--- src/rtl/pwm_capture_pkg.sv ---
// Shared types and defaults for the PWM capture block.
package pwm_capture_pkg;

   typedef enum logic {
      WAIT_RISE = 1'b0,
      MEASURE   = 1'b1
   } cap_state_e;

   localparam int DEFAULT_W          = 16;
   localparam int DEFAULT_TIMER_BITS = 15;

   // All-ones counter limit for a w-bit counter.
   function automatic logic [31:0] cnt_max(input int w);
      logic [31:0] one_v;
      one_v = 32'd1;
      return (one_v << w) - 32'd1;
   endfunction

endpackage

--- src/rtl/pwm_capture_sync_edge.sv ---
// Two-flop synchronizer for the PWM input plus tick-gated previous-sample
// register; rise fires on a tick whose sample is high after a low one.
module pwm_sync_edge #(
   parameter logic PREV_RST = 1'b1
) (
   input  logic clk,
   input  logic reset,
   input  logic tick,
   input  logic din,
   output logic s,
   output logic rise
);

   logic sync1_r;
   logic sync2_r;
   logic prev_r;

   // Metastability guard, runs every clk independent of the tick.
   always_ff @(posedge clk) begin
      if (reset) begin
         sync1_r <= 1'b0;
         sync2_r <= 1'b0;
      end else begin
         sync1_r <= din;
         sync2_r <= sync1_r;
      end
   end

   // Previous sample only advances on ticks so edges are seen in tick time.
   always_ff @(posedge clk) begin
      if (reset) begin
         prev_r <= PREV_RST;
      end else if (tick) begin
         prev_r <= sync2_r;
      end else begin
         prev_r <= prev_r;
      end
   end

   assign s    = sync2_r;
   assign rise = tick & sync2_r & ~prev_r;

endmodule

--- src/rtl/pwm_capture.sv ---
// Measures PWM period and high time in prescaled sample ticks, with a
// timeout strobe for inputs that stop toggling.
module pwm_capture
   import pwm_capture_pkg::*;
#(
   parameter int W          = DEFAULT_W,
   parameter int TIMER_BITS = DEFAULT_TIMER_BITS
) (
   input  logic                  clk,
   input  logic                  reset,
   input  logic [TIMER_BITS-1:0] PRESCALE_FINAL,
   input  logic                  pwm_in,
   output logic [W-1:0]          period,
   output logic [W-1:0]          high_time,
   output logic                  valid,
   output logic                  timeout,
   output logic                  level
);

   localparam logic [W-1:0]          CNT_MAX = {W{1'b1}};
   localparam logic [W-1:0]          CNT_ONE = {{(W-1){1'b0}}, 1'b1};
   localparam logic [TIMER_BITS-1:0] PRE_ONE = {{(TIMER_BITS-1){1'b0}}, 1'b1};

   logic [TIMER_BITS-1:0] pre_cnt_r;
   logic                  tick_s;
   logic                  s_s;
   logic                  rise_s;

   cap_state_e            state_r;
   cap_state_e            state_nx_s;
   logic [W-1:0]          per_cnt_r;
   logic [W-1:0]          per_cnt_nx_s;
   logic [W-1:0]          high_cnt_r;
   logic [W-1:0]          high_cnt_nx_s;
   logic [W-1:0]          period_nx_s;
   logic [W-1:0]          high_nx_s;
   logic                  valid_nx_s;
   logic                  timeout_nx_s;
   logic                  level_nx_s;

   assign tick_s = (pre_cnt_r == PRESCALE_FINAL);

   // Prescaler; the >= wrap absorbs a compare value lowered below the count.
   always_ff @(posedge clk) begin
      if (reset) begin
         pre_cnt_r <= '0;
      end else if (pre_cnt_r >= PRESCALE_FINAL) begin
         pre_cnt_r <= '0;
      end else begin
         pre_cnt_r <= pre_cnt_r + PRE_ONE;
      end
   end

   pwm_sync_edge #(
      .PREV_RST(1'b1)
   ) u_sync_edge (
      .clk   (clk),
      .reset (reset),
      .tick  (tick_s),
      .din   (pwm_in),
      .s     (s_s),
      .rise  (rise_s)
   );

   // Next-state and result logic; per_cnt also times the wait for a first rise.
   always_comb begin
      state_nx_s    = state_r;
      per_cnt_nx_s  = per_cnt_r;
      high_cnt_nx_s = high_cnt_r;
      period_nx_s   = period;
      high_nx_s     = high_time;
      valid_nx_s    = 1'b0;
      timeout_nx_s  = 1'b0;
      level_nx_s    = level;
      if (tick_s) begin
         if (rise_s) begin
            case (state_r)
               MEASURE: begin
                  period_nx_s = per_cnt_r;
                  high_nx_s   = high_cnt_r;
                  valid_nx_s  = 1'b1;
               end
               WAIT_RISE: begin
                  valid_nx_s = 1'b0;
               end
               default: begin
                  valid_nx_s = 1'b0;
               end
            endcase
            per_cnt_nx_s  = CNT_ONE;
            high_cnt_nx_s = CNT_ONE;
            state_nx_s    = MEASURE;
         end else if (per_cnt_r == CNT_MAX) begin
            timeout_nx_s = 1'b1;
            level_nx_s   = s_s;
            per_cnt_nx_s = CNT_ONE;
            state_nx_s   = WAIT_RISE;
         end else begin
            per_cnt_nx_s = per_cnt_r + CNT_ONE;
            if (state_r == MEASURE) begin
               high_cnt_nx_s = high_cnt_r + {{(W-1){1'b0}}, s_s};
            end else begin
               high_cnt_nx_s = high_cnt_r;
            end
         end
      end else begin
         state_nx_s = state_r;
      end
   end

   // State, counters and published results.
   always_ff @(posedge clk) begin
      if (reset) begin
         state_r    <= WAIT_RISE;
         per_cnt_r  <= CNT_ONE;
         high_cnt_r <= '0;
         period     <= '0;
         high_time  <= '0;
         valid      <= 1'b0;
         timeout    <= 1'b0;
         level      <= 1'b0;
      end else begin
         state_r    <= state_nx_s;
         per_cnt_r  <= per_cnt_nx_s;
         high_cnt_r <= high_cnt_nx_s;
         period     <= period_nx_s;
         high_time  <= high_nx_s;
         valid      <= valid_nx_s;
         timeout    <= timeout_nx_s;
         level      <= level_nx_s;
      end
   end

endmodule
--- config.mk ---
export PLATFORM = sky130hd
export DESIGN_NAME = pwm_capture
export DESIGN_NICKNAME = d
export VERILOG_FILES = /design/src/rtl/pwm_capture_pkg.sv /design/src/rtl/pwm_capture_sync_edge.sv /design/src/rtl/pwm_capture.sv
export SDC_FILE = /design/constraint.sdc
export NUM_CORES = 1
export LEC_CHECK = 0
export ABC_AREA = 1
export BUFFER_PORTS_ARGS = -buffer_cell sky130_fd_sc_hd__buf_2
export CAP_MARGIN = 20
export CELL_PAD_IN_SITES_DETAIL_PLACEMENT = 0
export CELL_PAD_IN_SITES_GLOBAL_PLACEMENT = 1
export CORE_MARGIN = 2
export CORE_UTILIZATION = 33
export CTS_CLUSTER_DIAMETER = 60
export DETAILED_ROUTE_END_ITERATION = 6
export PLACE_DENSITY_LB_ADDON = 0.25
export SYNTH_ARGS = -nofsm -noshare
export SYNTH_HDL_FRONTEND = slang
export SYNTH_HIERARCHICAL = 1
export SYNTH_SLANG_ARGS = --single-unit
--- constraint.sdc ---
create_clock -name clk -period 3.22 [get_ports clk]
set_clock_uncertainty 0.05 [all_clocks]
set_input_delay 0.161 -clock clk [delete_from_list [all_inputs] [get_ports clk]]
set_output_delay 0.161 -clock clk [all_outputs]
set_load 0.05 [all_outputs]
After elaboration in Yosys (flattened, before gate mapping)

Index checks and enable logic that the tools add are counted.

Add/subtract/negate cells: 3
$mul: 0
Divide/modulo/power cells: 0
Order comparisons: 1
Eq/ne operators: 3
Shift-type cells: 0
Muxes and demuxes: 9
Bitwise logic cells: 6
Reduce and logical (&&, ||, !) cells: 9

Operators with widths:

| operator                                                        | number |
|---|---|
| 16-bit 2-to-1 mux                                               | 5 |
| 16-bit by 1-bit adder with 16-bit output                        | 1 |
| 16-bit by 1-bit adder with 16-bit output, second input constant | 1 |
| 16-bit == test, second input constant                           | 1 |
| 15-bit by 1-bit adder with 15-bit output, second input constant | 1 |
| 15-bit == test                                                  | 1 |
| 15-bit greater-or-equal comparator                              | 1 |
| 3-bit AND reduction                                             | 3 |
| 3-bit OR reduction                                              | 2 |
| 1-bit NOT                                                       | 4 |
| 2-bit nonzero test                                              | 2 |
| 1-bit 2-to-1 mux                                                | 3 |
| 1-bit bitwise AND                                               | 2 |
| 2-bit inequality test, second input constant                    | 1 |
| 1-bit case mux with 2 select lines                              | 1 |
| 2-bit AND reduction                                             | 1 |
| 2-bit OR reduction                                              | 1 |

Flip-flop bits (word level): 86
Bits in latches: 0
Memory bits (writable): 0
Bits in read-only memories: 0
Input bits: 18
Output and inout port bits: 35
Memories kept: 0

Longest topological paths before layout

Depth after elaboration: 5
Mapped depth: 18

Hierarchy

Netlist, hierarchy kept.

Modules (own cells, without submodules):

| module        | times used | cells each | area an instance (um2) | sequential area each (um2) |
|---|---|---|---|---|
| pwm_capture   | 1          | 579        | 4130.2                 | 1661.6 |
| pwm_sync_edge | 1          | 13         | 101.3                  | 60.1 |

Worst setup path after synthesis

Ideal clock, no wire load.

Kind: flip-flop to flip-flop
Start: register pre_cnt_r[0]
End: register high_cnt_r[0]
Setup time: 115 ps
Data arrival time: 2300 ps
Setup slack: 755 ps
Cell stages (with the launch flop): 17
Path buffers: 3
Clock period less this slack: 2465 ps
Path through: dfxtp_1 > inv_1 > ha_1 > inv_1 > nor2_2 > nand2_2 > nor2_4 > buf_4 > nand2_1 > nor2_2 > buf_2 > nor2_1 > nor3_4 > nand2_4 > buf_6 > nor3_2 > nor2_1

Longest elaborated chain between the ends: 5
Elaborated cells between the ends (all ways): 7
Those cells by class: 2 x eq/ne; 1 x mux; 2 x bitwise; 2 x reduce/logical

RTL lines:

| what                                                                                | RTL line                    | source |
|---|---|---|
| start: declaration                                                                  | pwm_capture.sv:24           | `logic [TIMER_BITS-1:0] pre_cnt_r;` |
| start signal: assignment                                                            | pwm_capture.sv:50           | `pre_cnt_r <= pre_cnt_r + PRE_ONE;` |
| 15-bit == test (*)                                                                  | pwm_capture.sv:41           | `assign tick_s = (pre_cnt_r == PRESCALE_FINAL);` |
| net tick_s                                                                          | pwm_capture.sv:25           | `logic tick_s;` |
| 1-bit bitwise AND (*) (2 in series)                                                 | pwm_capture_sync_edge.sv:41 | `assign rise = tick & sync2_r & ~prev_r;` |
| net rise_s                                                                          | pwm_capture.sv:27           | `logic rise_s;` |
| 2-bit inequality test (no source line) / 2-bit nonzero test (equally long branches) | -                           |  |
| 3-bit AND reduction (no source line)                                                | -                           |  |
| end signal: assignment                                                              | pwm_capture.sv:125          | `high_cnt_r <= high_cnt_nx_s;` |
| end: declaration                                                                    | pwm_capture.sv:33           | `logic [W-1:0] high_cnt_r;` |

The timed path passes the listed nets; every way through them passes the cells marked *.
A chain may end at the register's enable or synchronous reset.

Final worst setup path

Start: register pre_cnt_r[2]
End: register high_cnt_r[6]

Longest elaborated chain between the ends: 5
Elaborated cells between the ends (all ways): 7
Those cells by class: 2 x eq/ne; 1 x mux; 2 x bitwise; 2 x reduce/logical

RTL lines:

| what                                                                                | RTL line |
|---|---|
| 15-bit == test (*)                                                                  | pwm_capture.sv:41 |
| 1-bit bitwise AND (*) (2 in series)                                                 | pwm_capture_sync_edge.sv:41 |
| net rise_s                                                                          | pwm_capture.sv:27 |
| 2-bit inequality test (no source line) / 2-bit nonzero test (equally long branches) | - |
| 3-bit AND reduction (no source line)                                                | - |

Marks and branches as above.

==> impl.org <==
** Power and ir drop
- Dividing total power by cell area gives a power density of roughly 440 nW/um^2.
- Pwr Total :: ~2.2 mW
- Leak :: ~2.1 nW
- Across the VDD grid, the largest voltage drop is ~0.24 mV.

** Timing
- The total count of hold-check failures in the final report came to 0.
- Final critical-path share of the clock period :: between 70% and 80%
- Unrepaired setup endpoints after global routing :: false
- Final max-slew violation count :: 0
- Hold Worst Slack :: ~0.16 ns
- Max transition margin :: roughly 56%
- Worst Slack Setup Final :: ~0.73 ns
- Maximum frequency from static timing analysis :: approximately 400 MHz
- Min Clock Period, post-route :: approximately 2.5 ns
- Setup_tns :: 0 ns
- Measured slew at the worst slew-check pin :: ~0.65 ns
- Final setup violation count :: 0

** Finish
- The area growth from synthesis to layout is 17.30%.
- Number of nets in the layout :: 680
- The post-route netlist has around 14% of its cells at a drive strength greater than 1.
- The top cell types in the final layout, fill and taps aside, are nor2_1 (99), nand2_1 (97), dfxtp_1 (86), inv_1 (76).
- Post-route non-filler standard cell count :: 820
- Final cell utilization of the core :: 39.49%
- Post-layout instance area :: between 4000 and 5000 sq um
- The repair_antennas step left the layout with diodes totalling 0.
- Leading cell type in the layout, fill and taps excluded :: nor2_1

** Logic synthesis
- In this run the cell area of the synthesized design comes to roughly 4200 sq um.
- Net Count, Synth :: roughly 630
- Register bit total from synthesis :: 86
- Ranked by total cell area, the synthesized netlist is headed by dfxtp_1 (41%), nor2_1 (8.8%), nand2_1 (8.6%).
- Of the post-synthesis cell area, the dominant cell type holds about two fifths.
- Average footprint of a synthesized cell :: ~7.1 sq um
- dfxtp_1 takes more of the synthesized area than any other cell.
- Seq/Total Area, Yosys :: just over 40%
- Yosys printed 6 warnings.
- Netlist cell types :: 35
- The cell count after synthesis came out at roughly 590.

** Routing
- The detail route stage leaves a number of antenna-violating nets equal to 0.
- Detailed Routing Iterations Pass 1 :: 4
- DR iter-0 viols :: approximately 160
- Post-detailed-routing wire length :: a little under 10000 um
- Total via count in the routed design :: 3674
- Average routed wire per standard cell :: 12.13 um
- # DRC :: 0
- After detailed routing, the number of vias per cell comes to ~4.5.

** Die
- Row Count :: 41
- Area of the die :: roughly 14000 sq um
- Once the floorplan was initialized, standard cells occupied about 34% of the core.
- 53 I/O pins were placed.
- The die is 117.2 um wide.
- The floorplan step set the die height to 117.2 um.
- The floorplan step defined a core boundary enclosing ~13000 sq um.

** Place
- Detailed placer's ending HPWL :: about 7500 um
- Summing all placed instances gives a cell area of between 4000 and 5000 sq um.
- Counting tap cells, the placed design contains a total of 803 instances.
- Gpl congestion :: roughly 0.78
- In this run the tool buffered the top-level ports with 52 buffer cells.
- Prior to clock tree synthesis, the placed netlist has a worst setup slack of roughly 0.71 ns.

** Clock network
- The H-tree generated during clock tree synthesis spans 3 levels.
- The tree is rooted in a clkbuf_16.
- Total setup buffers inserted after CTS :: 0
- TritonCTS clock tree :: done
- Number of clock sinks seen by CTS :: 86
- After clock tree synthesis, the clock-pin slew on the worst setup and hold paths is about 0.070 ns.
- No sink is reached through more buffers than the 2 on the longest clock path.
- The clock reaches the later pin of the worst-skew pair after approximately 0.35 ns.
- TritonCTS created 9 clock buffers.
- Number of cells upsized or downsized after cts :: 0

** Setup path
- The number of buffers and inverters on the critical path is 1.
- Cell type with the highest occurrence count on the critical path :: nand2_1
- Worst Path Required :: 3.45 ns
- Type of origin of the critical path :: flop
- The setup path with the least slack is of type reg2reg.
- Data arrival time of the critical path :: 2.72 ns
- Critical Path Slowest Stage Cell :: nor3_4
- Endpoint class of the critical path :: flop
- Along the worst path, the maximum fanout reaches 15.
- Cells along the critical path :: ha_1 > nand2_1 > nor2_2 > nand2_2 > nor2_4 > nand2_1 > nor2_2 > nor2_1 > nor3_4 > nand2_4 > clkinv_2 > nand2_1 > a21oi_1
- Worst path top cell family by delay :: simple AND/OR/NAND/NOR gates
- The largest single stage delay on the critical path is roughly 0.42 ns.

** Global route
- For this run the aggregate overflow at the end of global routing stands at 0.
- Antenna violations before repair :: 0
- Via count of the first global-routing pass :: 3431
- Maximum number of pins on one net before global-route repair :: 31
- Overall routing resource usage :: around 15%
- The first global-routing pass estimated 16210 um of wire.

** Hold path
- Path class of the lowest-slack min-delay path :: in2reg

** Outcome
- The flow ran to the end, and the final reports show no timing, DRC or antenna violations.

** Run
- Maximum Capacitance Violations :: 0
-- kinds of logic (layout without fill, tap and decap cells) --
logic type / count (synthesis) / count (layout) / share of synthesized area [%]
XOR/XNOR: 20 / 20 / 4.139
buffers and inverters: 98 / 154 / 9.550
AND/OR/NAND/NOR: 267 / 267 / 27.76
flip-flops: 86 / 86 / 40.69
adder cells (fa/ha/maj): 19 / 19 / 5.618
AO/OA/AOI/OAI: 102 / 102 / 12.24
-- registers in the layout, summed over array words and instances (netlist names) --
signal,count
high_cnt_r,16
high_time,16
level,1
per_cnt_r,16
period,16
pre_cnt_r,15
state_r,1
timeout,1
u_sync_edge/prev_r,1
u_sync_edge/s,1
u_sync_edge/sync1_r,1
valid,1
-- layer usage --
layer  vias to the layer above  GRT usage, %  wire [um]
met2                        33         25.63       4730
li1                       1993             -          -
met3                        11         4.377        287
met5                         -             0          0
met1                      1637         19.31       4788
met4                         0         5.412        142
-- synth_stat cells, drive strengths merged --
cell type / number
nand4: 9
and2: 2
nor3b: 3
a211oi: 1
dfxtp: 86
nand3: 31
o21ai: 46
o22ai: 2
nor3: 14
xnor2: 4
ha: 19
xor2: 16
o21bai: 1
clkinv: 2
a21oi: 52
inv: 78
nor2: 106
nand2: 102
clkbuf: 6
buf: 12
-- worst reg2reg max path, cell delays in order, from the launching register on --
cell	delay, ns
dfxtp_1	0.35
ha_1	0.31
nand2_1	0.10
nor2_2	0.13
nand2_2	0.09
nor2_4	0.11
nand2_1	0.08
nor2_2	0.15
nor2_1	0.09
nor3_4	0.42
nand2_4	0.22
clkinv_2	0.15
nand2_1	0.06
a21oi_1	0.12
-- cell type report --
type / instances / area (sq um)
Inverter: 80 / 301.5
Timing Repair Buffer: 58 / 320.3
Tap cell: 172 / 215.2
Clock buffer: 9 / 225.2
Fill cell: 1345 / 7605
Clock inverter: 7 / 73.82
Multi-Input combinational cell: 408 / 2106
Sequential cell: 86 / 1722
-- path summary, 6_finish.rpt --
check | slack [ns] | from | endpoint | depth (start not counted)
setup / recovery | 0.73 | pre_cnt_r[2] | high_cnt_r[6] | 13
setup reg to reg | 0.73 | pre_cnt_r[2] | high_cnt_r[6] | 13
hold / removal | 0.16 | reset | high_cnt_r[15] | 2
hold reg to reg | 0.35 | u_sync_edge/sync1_r | u_sync_edge/s | 2
-- repair_timing --
action                                  4_1_cts  5_1_grt
hold buffers                                  1        0
endpoints found under the setup margin        0        0
hold endpoints to repair                      1        0
-- report_power, final --
part / switching (mW) / internal, mW / total [mW]
logic: 0.0450 / 0.0262 / 0.0712
clock network: 0.446 / 0.605 / 1.05
registers: 0.00419 / 1.07 / 1.07
Power figures use the tool's default switching activity.
